===== src/rtl/sc_sidecomparator_bounce.sv =====
// sc_sidecomparator_bounce
// Edge detector and bounce direction controller for the one-hot shifter display.
// The shifter bus is sampled on each enable strobe. The block pulses when the lit
// bit reaches either edge and holds at an edge for HOLD_STEPS enables before it
// reverses direction. Direction reversals are counted.
// Optional build macro: SC_SIDECOMPARATORBOUNCE_WRAP_EN. When defined, the
// reversal counter wraps to 0. When undefined, it saturates at all-ones.
module sc_sidecomparator_bounce #(
    parameter int DATAWIDTH  = 8,
    parameter int HOLD_STEPS = 2,
    parameter int HITWIDTH   = 4
) (
    input  logic                 SC_SIDECOMPARATORBOUNCE_CLOCK_50,
    input  logic                 SC_SIDECOMPARATORBOUNCE_RESET_InHigh,
    input  logic [DATAWIDTH-1:0] SC_SIDECOMPARATORBOUNCE_data_InBUS,
    input  logic                 SC_SIDECOMPARATORBOUNCE_enable_InHigh,
    input  logic                 SC_SIDECOMPARATORBOUNCE_clear_InHigh,
    output logic                 SC_SIDECOMPARATORBOUNCE_rightside_OutHigh,
    output logic                 SC_SIDECOMPARATORBOUNCE_leftside_OutHigh,
    output logic                 SC_SIDECOMPARATORBOUNCE_direction_Out,
    output logic                 SC_SIDECOMPARATORBOUNCE_stall_OutHigh,
    output logic [HITWIDTH-1:0]  SC_SIDECOMPARATORBOUNCE_hitcount_OutBUS,
    output logic                 SC_SIDECOMPARATORBOUNCE_invalid_OutHigh
);

    localparam int HOLDW = (HOLD_STEPS < 2) ? 1 : $clog2(HOLD_STEPS + 1);
    localparam logic [HOLDW-1:0]     HOLD_LOAD = HOLDW'(HOLD_STEPS);
    localparam logic [DATAWIDTH-1:0] RIGHT_PAT = DATAWIDTH'(1);
    localparam logic [DATAWIDTH-1:0] LEFT_PAT  = RIGHT_PAT << (DATAWIDTH - 1);

    typedef enum logic [1:0] {
        MOVE_R,
        HOLD_R,
        MOVE_L,
        HOLD_L
    } stateT;

    stateT                state;
    stateT                stateNext;
    logic [HOLDW-1:0]     hold;
    logic [HOLDW-1:0]     holdNext;
    logic [HITWIDTH-1:0]  hitCount;
    logic [HITWIDTH-1:0]  hitCountNext;
    logic                 countInc;
    logic                 rightPulse;
    logic                 leftPulse;
    logic                 invalidReg;

    logic                 enable;
    logic                 rightMatch;
    logic                 leftMatch;
    logic                 validSample;

    assign enable      = SC_SIDECOMPARATORBOUNCE_enable_InHigh;
    assign rightMatch  = enable && (SC_SIDECOMPARATORBOUNCE_data_InBUS == RIGHT_PAT);
    assign leftMatch   = enable && (SC_SIDECOMPARATORBOUNCE_data_InBUS == LEFT_PAT);
    assign validSample = enable && $onehot(SC_SIDECOMPARATORBOUNCE_data_InBUS);

    // State, hold counter and reversal counter registers
    always_ff @(posedge SC_SIDECOMPARATORBOUNCE_CLOCK_50 or posedge SC_SIDECOMPARATORBOUNCE_RESET_InHigh) begin
        if (SC_SIDECOMPARATORBOUNCE_RESET_InHigh) begin
            state    <= MOVE_R;
            hold     <= '0;
            hitCount <= '0;
        end else begin
            state    <= stateNext;
            hold     <= holdNext;
            hitCount <= hitCountNext;
        end
    end

    // Registered edge pulses and invalid flag, refreshed only on enabled samples
    always_ff @(posedge SC_SIDECOMPARATORBOUNCE_CLOCK_50 or posedge SC_SIDECOMPARATORBOUNCE_RESET_InHigh) begin
        if (SC_SIDECOMPARATORBOUNCE_RESET_InHigh) begin
            rightPulse <= 1'b0;
            leftPulse  <= 1'b0;
            invalidReg <= 1'b0;
        end else begin
            rightPulse <= rightMatch;
            leftPulse  <= leftMatch;
            if (enable) begin
                invalidReg <= !validSample;
            end
        end
    end

    // Bounce FSM next-state, hold countdown and reversal counter update
    always_comb begin
        stateNext    = state;
        holdNext     = hold;
        countInc     = 1'b0;
        hitCountNext = hitCount;

        case (state)
            MOVE_R: begin
                if (validSample && rightMatch) begin
                    countInc = 1'b1;
                    if (HOLD_STEPS == 0) begin
                        stateNext = MOVE_L;
                    end else begin
                        stateNext = HOLD_R;
                        holdNext  = HOLD_LOAD;
                    end
                end
            end
            HOLD_R: begin
                if (validSample) begin
                    if (hold == HOLDW'(1)) begin
                        stateNext = MOVE_L;
                        holdNext  = '0;
                    end else begin
                        holdNext = hold - 1'b1;
                    end
                end
            end
            MOVE_L: begin
                if (validSample && leftMatch) begin
                    countInc = 1'b1;
                    if (HOLD_STEPS == 0) begin
                        stateNext = MOVE_R;
                    end else begin
                        stateNext = HOLD_L;
                        holdNext  = HOLD_LOAD;
                    end
                end
            end
            HOLD_L: begin
                if (validSample) begin
                    if (hold == HOLDW'(1)) begin
                        stateNext = MOVE_R;
                        holdNext  = '0;
                    end else begin
                        holdNext = hold - 1'b1;
                    end
                end
            end
            default: begin
                stateNext = MOVE_R;
                holdNext  = '0;
            end
        endcase

        if (SC_SIDECOMPARATORBOUNCE_clear_InHigh) begin
            hitCountNext = '0;
        end else if (countInc) begin
`ifdef SC_SIDECOMPARATORBOUNCE_WRAP_EN
            hitCountNext = hitCount + 1'b1;
`else
            if (hitCount != '1) begin
                hitCountNext = hitCount + 1'b1;
            end
`endif
        end
    end

    assign SC_SIDECOMPARATORBOUNCE_rightside_OutHigh = rightPulse;
    assign SC_SIDECOMPARATORBOUNCE_leftside_OutHigh  = leftPulse;
    assign SC_SIDECOMPARATORBOUNCE_direction_Out     = (state == MOVE_L) || (state == HOLD_L);
    assign SC_SIDECOMPARATORBOUNCE_stall_OutHigh     = (state == HOLD_R) || (state == HOLD_L);
    assign SC_SIDECOMPARATORBOUNCE_hitcount_OutBUS   = hitCount;
    assign SC_SIDECOMPARATORBOUNCE_invalid_OutHigh   = invalidReg;

endmodule

===== config.mk =====
export PLATFORM = sky130hd
export DESIGN_NAME = sc_sidecomparator_bounce
export DESIGN_NICKNAME = d
export VERILOG_FILES = /design/src/rtl/sc_sidecomparator_bounce.sv
export SDC_FILE = /design/constraint.sdc
export NUM_CORES = 1
export LEC_CHECK = 0
export BUFFER_PORTS_ARGS = -buffer_cell sky130_fd_sc_hd__buf_4
export CORE_ASPECT_RATIO = 1.25
export CORE_UTILIZATION = 56
export CTS_CLUSTER_DIAMETER = 30
export DETAILED_ROUTE_END_ITERATION = 16
export GPL_TIMING_DRIVEN = 0
export PLACE_DENSITY = 0.81
export SETUP_SLACK_MARGIN = 0.5
export SYNTH_ARGS = -nofsm -noshare
export SYNTH_HDL_FRONTEND = slang
export SYNTH_SLANG_ARGS = --single-unit
export TNS_END_PERCENT = 20

===== constraint.sdc =====
create_clock -name SC_SIDECOMPARATORBOUNCE_CLOCK_50 -period 3.1 [get_ports SC_SIDECOMPARATORBOUNCE_CLOCK_50]
set_input_delay 0.155 -clock SC_SIDECOMPARATORBOUNCE_CLOCK_50 [delete_from_list [all_inputs] [get_ports SC_SIDECOMPARATORBOUNCE_CLOCK_50]]
set_output_delay 0.155 -clock SC_SIDECOMPARATORBOUNCE_CLOCK_50 [all_outputs]
set_load 0.02 [all_outputs]

---- Word level (Yosys, flattened, before mapping) ----
Index checks and enable logic that the tools add are counted.
storage, ports and cells
  flip-flop bits (word level) ............. 11
  word-level logic and storage cells ...... 63
cells by class
  add/sub/neg operators ................... 9
  equal/unequal tests ..................... 15
  multiplexer cells ....................... 18
  reductions and logical operators ........ 15
operators with widths
  cell                 count
  $mux 2               10
  $mux 4               3
  $ne 2x2->1 const B   6
  $add 1x1->2          4
  $eq 8x1->1 const B   1
  $eq 8x8->1 const B   1
  $pmux 2 s4           1
  $add 2x2->3          2
  $pmux 2 s3           1
  $reduce_and 6->1     1
  $logic_and 1x1->1    5
  $add 3x3->4          1
  $add 4x1->4 const B  1
  $eq 2x1->1 const B   2
  $eq 2x2->1 const B   2
  $eq 4x1->1 const B   1
  $ne 4x4->1 const B   1
  $reduce_bool 2->1    2
  $reduce_and 3->1     1
  $logic_not 2->1      1
  $logic_or 1x1->1     2
  $mux 1               2
  $ne 2x1->1 const B   1
  $pmux 1 s2           1
  other kinds (4)      4

---- Longest topological paths before layout ----
  depth in word-level cells ............... 10
  gate-level depth with buffers ........... 13

---- Least setup slack after synthesis ----
Ideal clock, no wire load.
  path type ............................... input port to flip-flop
  start point ............................. in SC_SIDECOMPARATORBOUNCE_data_InBUS[0]
  end point ............................... reg state[1]
  library setup time ...................... 0.125 ns
  arrival time ............................ 3.223 ns
  data required time ...................... 2.975 ns
  slack ................................... -0.248 ns
  stages .................................. 13
  buffers on the path ..................... 0
  cell sequence ........................... inv_1 -> fa_1 -> fa_1 -> fa_1 -> inv_1 -> ha_1 -> inv_1 -> fa_1 -> nor3b_1 -> a21oi_1 -> nor3_1 -> o21ai_2 -> mux2_4
on the way
  word-level cells in the longest chain between the ends .. 8
RTL lines
  element                                      line     text
  start: declaration                           15       input logic [DATAWIDTH-1:0] SC_SIDECOMPARATORBOUNCE_data_InBUS,
  $add 1x1->2 (implied by the code)            57       assign validSample = enable && $onehot(SC_SIDECOMPARATORBOUNCE_data_InBUS);
  $add 2x2->3 (implied by the code)            57
  $add 3x3->4 (implied by the code)            57
  $eq 4x1->1                                   57
  $logic_and 1x1->1                            57
  $logic_and 1x1->1, on equally long branches  117, 96
  $ne 2x2->1 (no line)                         --
  $reduce_and 6->1 (no line) *                 --
  end signal: assignment                       66       state <= stateNext;
  end: declaration                             38       stateT state;
Every way passes the cells marked *; elsewhere a longest branch is shown, timed or not.
A chain may end at the register's enable or synchronous reset.

---- Worst setup path after layout ----
  start point ............................. in SC_SIDECOMPARATORBOUNCE_data_InBUS[1]
  end point ............................... reg hitCount[1], in the netlist SC_SIDECOMPARATORBOUNCE_hitcount_OutBUS[1]
on the way
  word-level cells in the longest chain between the ends .. 10
RTL lines
  element                                      line     text
  $add 1x1->2 (implied by the code)            57
  $add 2x2->3 (implied by the code)            57
  $add 3x3->4 (implied by the code)            57
  $eq 4x1->1                                   57
  $logic_and 1x1->1                            57
  $logic_and 1x1->1, on equally long branches  117, 96
  $mux 1, on equally long branches             117, 96
  $pmux 1 s2 *                                 94       case (state)
  $reduce_bool 2->1 (no line) *                --
  $reduce_and 2->1 (no line) *                 --
  end signal: assignment                       68       hitCount <= hitCountNext;
  end: declaration                             42       logic [HITWIDTH-1:0] hitCount;
Marks and branches as above.

==> flow_summary.ini <==
[power_and_ir_drop]
power_frac_comb_pct = 62.6
total_power_uw = 777.7
p_clk_share_pct = 12.9
p_int_uw = 431.3
p_leak_uw = 0.0006238
power_per_cell_area_nw_per_um2 = 621.5
switchingPower_uw = 346.4
ir_worst_vdd_mv = 0.6069
seqPwrFrac_pct = 24.5
switching_share_pct = 44.54

[synth]
synth_top_area_share_pct = 30.10
synth.top_cells.by_area = dfrtp_1 (30%), ha_1 (15%), fa_1 (8.8%)
syn_area_per_cell_um2 = 9.527
yosysSeqAreaShare_pct = 30.10
syn_area_um2 = 914.6
synth-seq-cells = 11
yosysWarnings = 0
yosys.area.top_type = dfrtp_1
syn_nets = 123
synth_cells = 96
ys_types = 30

[clock_tree]
clockBufferDepth = 2
cts_tree = built
clock_sinks = 11
worstSkewPairLatency_ps = 280
root_buffer = clkbuf_4
clk_pin_slew_ps = 70
htree_levels = 1
cts_buffers = 3

[min_path]
hp-class = in2reg
whs_endpoint = SC_SIDECOMPARATORBOUNCE_hitcount_OutBUS[2]
hold_path_depth = 2
min-delay-start = SC_SIDECOMPARATORBOUNCE_clear_InHigh

[cells_and_area]
diodes = 0
final_area_um2 = 1251
layout_common_cells = buf_4 (22), inv_1 (16), dfrtp_1 (11), nor2_1 (11), ha_1 (10)
area_growth_syn_to_layout_pct = 36.80
final_core_util_pct = 86.58
drive_gt1_share_pct = 41.13
final_common_cell = buf_4
final_nets = 152

[place]
gp_congestion = 0.7737
dpl_cell_area_um2 = 1124
place_hpwl_um = 1681
portBuffers = 20

[route]
totalWireLength_um = 2308
drc = 0
routed_via_density = 5.730
first_pass_iters = 4
drt_iter0_markers = 11
num_vias = 808
ant_nets = 0
routedWlPerCell_um = 16.37

[global_routing]
gr-usage-all-layers_pct = 30.23
grt_pass1_vias = 829
grt_first_pass_wirelength_um = 3567
overflow = 0
antenna_found_initial = 0
grt_max_degree = 12

[worst_setup_path]
path_class = in2reg
slowest_delay_ps = 540
crit_required_ps = 3270
cpMostUsedCell = fa_1
critPathMaxFanout = 4
r2r-end = SC_SIDECOMPARATORBOUNCE_hitcount_OutBUS[1]
cp_slowest_cell = fa_1
worstPathCellList = buf_4 -> inv_4 -> fa_1 -> fa_1 -> fa_1 -> inv_1 -> ha_2 -> inv_2 -> fa_2 -> nor3b_4 -> a21oi_4 -> nor3_4 -> mux2i_1 -> nor2_1
cp-start-kind = input port
arrival_ps = 3430
r2r_start = state[0]
ff2ff_path_depth = 7
end_kind = register
r2r_slack_ps = 1230

[timing]
finalCritPeriodShare_pct = 105.3
slew_violations = 0
tightest_slew_ps = 419.3
worst_slack_ps = -163.6
max_freq_mhz = 306.4
holdWs_ps = 61.54
rsz0062_at_grt = yes
relSlewSlack_pct = 72.02
finalHoldViolCount = 0
fin_skew_ps = 4.730
finalSetupViolations = 6
fin_crit_ps = 3264

[die]
io-pin-count = 21
rows = 15
core_um2 = 1445
dieWidth_um = 38.15
start_util_pct = 63.29
dieArea_um2 = 1800
die_h_um = 47.19

[status]
status = finished with violations
violations = setup timing

[run]
drv_cap = 0
registers in the layout, indices dropped and copies added (netlist names):
| signal | flops |
|---|---|
| hold | 2 |
| SC_SIDECOMPARATORBOUNCE_hitcount_OutBUS | 4 |
| SC_SIDECOMPARATORBOUNCE_rightside_OutHigh | 1 |
| SC_SIDECOMPARATORBOUNCE_leftside_OutHigh | 1 |
| state | 2 |
| SC_SIDECOMPARATORBOUNCE_invalid_OutHigh | 1 |
metrics by stage:
stage                     setup TNS [ps]  cells  worst slack [ps]
final                             -545.2    141            -163.6
after global routing               -1025    141            -223.4
after CTS                         -508.3    138            -120.1
after detailed placement           -3202    133            -466.2
after global placement             -2182    133            -336.4
after floorplan                   -192.1     96            -72.22
kinds of logic after synthesis:
kind of cell	Yosys count	synth area share (%)
and+or+nand+nor	33	20.52
buffers and inverters	20	8.208
adders and majority gates	15	23.80
DFF	11	30.10
xor gates and xnor gates	1	0.9578
AOI/OAI and AO/OA	14	13.68
muxes	2	2.736
cell usage after synthesis:
library cell and number:
and3_1 2, and3b_1 1, a21o_1 1, ha_1 11, o21ai_0 1, nor3_2 1, nor2_1 12, nand2_1 3
o2111ai_1 2, o32ai_4 1, a2bb2oi_1 1, a41oi_1 1, mux2i_1 1, nor2b_1 2, a32oi_1 1, mux2_4 1
a32o_1 1, xnor2_1 1, a211oi_1 1, nor3_1 3, a21oi_1 3, fa_1 4, nor4b_4 1, dfrtp_1 11
inv_1 20, o21ai_2 1, nand2_2 1, nor3b_1 2, or2_2 2, nand3_1 3
worst max-delay path: cells and delay by family:
family                   cells  cell delay, ps
adder cells (fa/ha/maj)      5            1980
AND/OR/NAND/NOR              3             630
buffers and inverters        4             280
multiplexers                 1             240
AO/OA/AOI/OAI                1             130
timing repair:
action                                  in CTS  in global routing
endpoints found under the setup margin       9                  9
setup buffers                                0                  3
gates resized for setup                      8                 13
pin swaps                                    1                 13
hold buffers                                 1                  0
hold endpoints to repair                    11                  0
worst max-delay path by stage:
stage,end,startpoint,slack [ps]
6_report,SC_SIDECOMPARATORBOUNCE_hitcount_OutBUS[1],SC_SIDECOMPARATORBOUNCE_data_InBUS[1],-160
5_1_grt,SC_SIDECOMPARATORBOUNCE_hitcount_OutBUS[1],SC_SIDECOMPARATORBOUNCE_data_InBUS[1],-220
4_1_cts,SC_SIDECOMPARATORBOUNCE_hitcount_OutBUS[1],SC_SIDECOMPARATORBOUNCE_data_InBUS[0],-120
2_1_floorplan,state[1],SC_SIDECOMPARATORBOUNCE_data_InBUS[0],-70
3_3_place_gp,SC_SIDECOMPARATORBOUNCE_hitcount_OutBUS[1],SC_SIDECOMPARATORBOUNCE_data_InBUS[1],-340
3_5_place_dp,SC_SIDECOMPARATORBOUNCE_hitcount_OutBUS[1],SC_SIDECOMPARATORBOUNCE_data_InBUS[1],-470
cell type report:
| cell class | instances | area, um^2 |
|---|---|---|
| multi-input combinational | 65 | 655.6 |
| fill | 70 | 193.9 |
| clock buffer | 4 | 26.28 |
| timing repair buffer | 24 | 190.2 |
| inverter | 20 | 82.58 |
| sequential | 11 | 275.3 |
| tap | 17 | 21.27 |
power by group through the flow:
stage               clock network, uW  registers (uW)  logic (uW)
floorplan                           0             192         312
global placement                    0             189         398
detailed placement                  0             191         419
CTS                               101             189         454
global route                      112             194         533
finish                            100             191         487
metal layers:
layer	up-vias	track usage (%)	wire, um
met5	-	0	0
met4	0	19.29	96
met3	9	9.005	97
met2	25	53.22	1294
met1	395	30.82	820
li1	379	-	-
(Power assumes the default switching activity.)
